[src/rtl/heightmap_renderer.sv]
// Isometric heightmap renderer: inverse-projects each VGA pixel onto a
// double-buffered height grid and emits a shaded or grid-line colour 3 clocks later.
module heightmap_renderer #(
  parameter int          MAP_DIM     = 16,
  parameter int          H_W         = 8,
  parameter int          CELL_SHIFT  = 3,
  parameter int          ORIGIN_X    = 320,
  parameter int          ORIGIN_Y    = 40,
  parameter int          INIT_HEIGHT = 50,
  parameter logic [23:0] LINE_BGR    = 24'hFFFFFF,
  parameter logic [23:0] BG_BGR      = 24'h000000,
  localparam int         AW          = $clog2(MAP_DIM)
) (
  input  logic            clk,
  input  logic            rst,
  input  logic            draw_area,
  input  logic [9:0]      xpos,
  input  logic [9:0]      ypos,
  input  logic            frame_start,
  input  logic            wr_en,
  input  logic [2*AW-1:0] wr_addr,
  input  logic [H_W-1:0]  wr_data,
  input  logic            wr_commit,
  output logic [23:0]     bgr24,
  output logic            out_valid,
  output logic            swap_pending,
  output logic            active_bank
);

  localparam int DEPTH = 2 * MAP_DIM * MAP_DIM;

  typedef enum logic {IDLE, PENDING} swap_state_t;

  swap_state_t state, state_next;
  logic        do_swap;

  always_comb begin
    state_next = state;
    do_swap    = 1'b0;
    case (state)
      IDLE: begin
        if (wr_commit && frame_start) do_swap = 1'b1;
        else if (wr_commit)           state_next = PENDING;
      end
      PENDING: begin
        if (frame_start) begin
          do_swap    = 1'b1;
          state_next = IDLE;
        end
      end
      default: state_next = IDLE;
    endcase
  end

  always_ff @(posedge clk or posedge rst) begin
    if (rst) begin
      state       <= IDLE;
      active_bank <= 1'b0;
    end else begin
      state <= state_next;
      if (do_swap) active_bank <= ~active_bank;
    end
  end

  assign swap_pending = (state == PENDING);

  // Stage 1: screen offset to rotated isometric coordinates
  logic signed [11:0] dx, dy;
  logic        [12:0] p_next, q_next;
  logic signed [12:0] p_q, q_q;
  logic               v1;

  assign dx     = $signed({2'b00, xpos}) - $signed(12'(ORIGIN_X));
  assign dy     = $signed({2'b00, ypos}) - $signed(12'(ORIGIN_Y));
  assign p_next = {dy, 1'b0} + {dx[11], dx};
  assign q_next = {dy, 1'b0} - {dx[11], dx};

  always_ff @(posedge clk or posedge rst) begin
    if (rst) begin
      v1  <= 1'b0;
      p_q <= '0;
      q_q <= '0;
    end else begin
      v1  <= draw_area;
      p_q <= $signed(p_next);
      q_q <= $signed(q_next);
    end
  end

  // Stage 2: cell lookup; out-of-range cells show as zero upper bits failing
  logic signed [12:0] mx_full, my_full;
  logic               inside_c, grid_c;
  logic [2*AW:0]      rd_addr;
  logic               v2, inside_q, grid_q;
  logic [H_W-1:0]     h_q;
  logic [H_W-1:0]     mem [DEPTH] = '{default: H_W'(INIT_HEIGHT)};

  assign mx_full  = p_q >>> (CELL_SHIFT + 1);
  assign my_full  = q_q >>> (CELL_SHIFT + 1);
  assign inside_c = v1 && (mx_full[12:AW] == '0) && (my_full[12:AW] == '0);
  assign grid_c   = (p_q[CELL_SHIFT:0] == '0) || (q_q[CELL_SHIFT:0] == '0);
  assign rd_addr  = {active_bank, my_full[AW-1:0], mx_full[AW-1:0]};

  // The shadow bank is chosen before any same-cycle swap takes effect
  always_ff @(posedge clk) begin
    if (wr_en) mem[{~active_bank, wr_addr}] <= wr_data;
    h_q <= mem[rd_addr];
  end

  always_ff @(posedge clk or posedge rst) begin
    if (rst) begin
      v2       <= 1'b0;
      inside_q <= 1'b0;
      grid_q   <= 1'b0;
    end else begin
      v2       <= v1;
      inside_q <= inside_c;
      grid_q   <= grid_c;
    end
  end

  // Stage 3: colour select
  logic [7:0] shade_g, shade_r;

  assign shade_g = 8'(h_q);
  assign shade_r = 8'(h_q >> 1);

  always_ff @(posedge clk or posedge rst) begin
    if (rst) begin
      bgr24     <= BG_BGR;
      out_valid <= 1'b0;
    end else begin
      out_valid <= v2;
      if (!inside_q)   bgr24 <= BG_BGR;
      else if (grid_q) bgr24 <= LINE_BGR;
      else             bgr24 <= {8'd0, shade_g, shade_r};
    end
  end

endmodule
[config.mk]
export PLATFORM = sky130hd
export DESIGN_NAME = heightmap_renderer
export DESIGN_NICKNAME = d
export VERILOG_FILES = /design/src/rtl/heightmap_renderer.sv
export SDC_FILE = /design/constraint.sdc
export NUM_CORES = 2
export LEC_CHECK = 0
export ABC_AREA = 0
export CAP_MARGIN = 10
export CORE_AREA = 5 5 488 538
export CTS_CLUSTER_SIZE = 30
export DETAILED_ROUTE_END_ITERATION = 12
export DIE_AREA = 0 0 493 543
export PLACE_DENSITY_LB_ADDON = 0.15
export SYNTH_ARGS = -nofsm -noshare
export SYNTH_HDL_FRONTEND = slang
export SYNTH_SLANG_ARGS = --single-unit
export TNS_END_PERCENT = 100
[constraint.sdc]
create_clock -name clk -period 3.02 [get_ports clk]
set_input_delay 0.604 -clock clk [delete_from_list [all_inputs] [get_ports clk]]
set_output_delay 0.604 -clock clk [all_outputs]
set_load 0.1 [all_outputs]
==> summary.txt <==
Outcome: finished, violations left
Failing checks: setup timing
Syn nets: 7668
Worst VDD drop: 0.000788 V
RSZ-0062 raised after global routing: yes
Slowest cell on crit path: mux4_2
Flop pwr share: 0.458
H-tree depth: 5
PwrDens: 737 mW/mm^2
Worst Path Arrival: 4110 ps
Rows: 195
Largest stage delay on the critical path: 560 ps
Clock period minus final worst setup slack: 3320 ps
CP most frequent cell: buf_12
First-pass GRT wire length: 592000 um
Detailed placement HPWL: 251000 um
Placed cell area: 0.174 mm^2
Reg2Reg Setup Slack: -300 ps
Largest net degree at the start of global routing: 145
Vias in the first global route: 84900
Max Slew Vio Count: 0
Post-route cell area: 0.189 mm^2
Post-synthesis cell type count: 48
Clock transition at path regs: 60 ps
Fin Clk Skew: 57.1 ps
Hold-fix buffers, CTS: 0
Most frequent cell after synthesis: edfxtp_1
P_leak: 62.1 nW
Grt total ovfl: 0
Die Span Y: 543 um
Final Setup Violations: 8
Final hold vios: 0
CTS tree: built
Fillcell total: 14100
Clock buffer depth: 4
Post-DR wirelength/cell: 32.5 um
Startpoint Class: register
Core area: 0.256 mm^2
Post-synth top cells: 4096 x edfxtp_1, 1025 x mux4_2, 702 x nor2_1, 250 x mux2i_1, 197 x o21ai_0
Main flop type after synthesis: edfxtp_1
Register area share after synthesis: 0.773
Fmax achieved: 301 MHz
DIE AREA: 0.268 mm^2
Initial Util: 0.627
Worst-margin pin slew: 1280 ps
Antenna violations before repair: 14
Comb power frac: 0.181
Final WL: 407000 um
Clk sinks: 4145
Final Power: 0.139 W
Top cell type's share of synthesized area: 0.766
Crit path cell chain: buf_12 -> buf_12 -> buf_12 -> buf_16 -> mux4_2 -> mux2i_1 -> nand2_1 -> nand3_2 -> nand4_1 -> o22ai_4 -> buf_6 -> nor3_2
Pint: 0.104 W
Antenna-violating nets left: 0
Synthesized area: 0.161 mm^2
Switching power total: 0.0358 W
Worst setup margin: -302 ps
Critical path fanouts, max: 14
Area leader, netlist: edfxtp_1
Yosys warns: 0
All-layer global routing usage: 0.306
Root Buffer: clkbuf_16
Worst setup EP type: register
Post-synthesis cell count: 7600
Async SR Flop Fraction: 0.00989
# IOs: 69
Max-Cap Viols: 0
Class of the worst hold path: in -> reg
Clock Latency Late Sink: 900 ps
Port Buffers: 68
Synth top area cells: edfxtp_1 77%, mux4_2 14%, nor2_1 1.6%
Vias per cell: 6.59
Slew Limit Headroom: 0.150
Clk pwr share: 0.360
Avg Cell Area, Syn: 21.1 um^2
First-pass detailed-route iteration total: 7
Critical path class: reg -> reg
Synth Register Bits: 4145
Worst EP required: 3800 ps
Via count: 82500
Switching Fraction: 0.257
Post-synth EDFFs: 4096
Final net count: 8918
Pre-CTS WS: -1250 ps
Fraction of final layout cells sized beyond drive strength 1: 0.333
Number of buffers created by CTS: 397
Die Wd: 493 um
GPL Wtd Cong: 0.860
Crit share post-route: 1.10
Area added between synthesis and finish: 17.7%
Iter 0 DRT Violations: 11000
DRC violations left: 0
cells in the final DEF, fill, tap and decap left out, types with 57 or more instances in the layout:
master,Yosys,layout
a21oi_1,142,131
buf_12,0,156
buf_4,109,1073
clkbuf_1,189,57
clkbuf_16,0,408
clkinv_1,0,93
clkinv_2,0,64
edfxtp_1,4096,4096
mux2i_1,250,236
mux4_2,1025,1025
nand2_1,155,137
nand3_1,101,70
nor2_1,702,696
o21ai_0,197,160
o22ai_1,107,91
path summary, 6_finish.rpt:
| check | from | end | cells after the start |
|---|---|---|---|
| setup / recovery | p_q[4] | h_q[4] | 12 |
| hold / removal | wr_data[7] | mem[470][7] | 1 |
| setup reg to reg | p_q[4] | h_q[4] | 12 |
| hold reg to reg | v2 | out_valid | 0 |
| max in group asynchronous | rst | q_q[8] | 3 |
| min in group asynchronous | rst | out_valid | 2 |
stage by stage:
| stage | instances | TNS [ps] | util | hold WS (ps) |
|---|---|---|---|---|
| 4_1_cts | 12500 | -1660 | 0.737 | 74.6 |
| 6_report | 12500 | -1860 | 0.739 | 137 |
| 2_1_floorplan | 7600 | 0 | - | 331 |
| 3_5_place_dp | 11700 | -5740 | 0.680 | 343 |
| 5_1_grt | 12500 | -1880 | 0.739 | 95.2 |
| 3_3_place_gp | 11700 | -5700 | 0.680 | 339 |
worst max-delay path, delay by kind of cell, from the launching register on:
family	cells	cell delay (ps)
multiplexers	2	720
AND/OR/NAND/NOR	4	800
flip-flops	1	420
AO/OA/AOI/OAI	1	390
buffers and inverters	5	830
cell type report:
type                            count  area [um^2]  share of cell area
Clock inverter                    247         2570              0.0136
Tap cell                         3349         4190              0.0222
Timing Repair Buffer             1326        12800              0.0677
Clock buffer                      473        10500              0.0556
Antenna cell                        9         22.5            0.000119
Inverter                           34          138            0.000728
Multi-Input combinational cell   2946        34600               0.183
Sequential cell                  4145       124000               0.657
metal layers:
| layer | wire length (um) | vias up | global-route usage |
|---|---|---|---|
| li1 | - | 33900 | - |
| met4 | 17300 | 6 | 0.115 |
| met5 | 34 | - | 0 |
| met2 | 204000 | 4715 | 0.500 |
| met1 | 147000 | 43100 | 0.423 |
| met3 | 38700 | 780 | 0.0535 |
flip-flops by register name, summed over array words and instances, names as in the netlist:
name / flops
active_bank: 1
bgr24: 9
grid_q: 1
h_q: 8
inside_q: 1
mem: 4096
out_valid: 1
p_q: 12
q_q: 13
swap_pending: 1
v1: 1
v2: 1
power groups by stage:
| stage | clock [W] | combinational [W] | sequential, W |
|---|---|---|---|
| after floorplan | 0 | 0.0130 | 0.0648 |
| after global placement | 0 | 0.0232 | 0.0651 |
| after detailed placement | 0 | 0.0234 | 0.0651 |
| after CTS | 0.0506 | 0.0249 | 0.0639 |
| after global routing | 0.0532 | 0.0263 | 0.0638 |
| final | 0.0502 | 0.0252 | 0.0639 |
repair_timing:
item	4_1_cts	5_1_grt
pin swaps	36	24
setup endpoints to repair	8	8
gates resized for setup	186	44
cloned	12	1
setup buffers	43	37
cells by family (layout without fill, tap and decap cells):
group	Yosys count	count (layout)	synth area share
xor+xnor	26	26	0.00142
simple gates	1049	1049	0.0267
buf+inv	509	2080	0.0156
mux	1308	1308	0.162
other cells	0	9	0
fa+ha+maj	26	26	0.00212
compound gates	537	537	0.0193
flops	4145	4145	0.773
(Power assumes the default switching activity.)
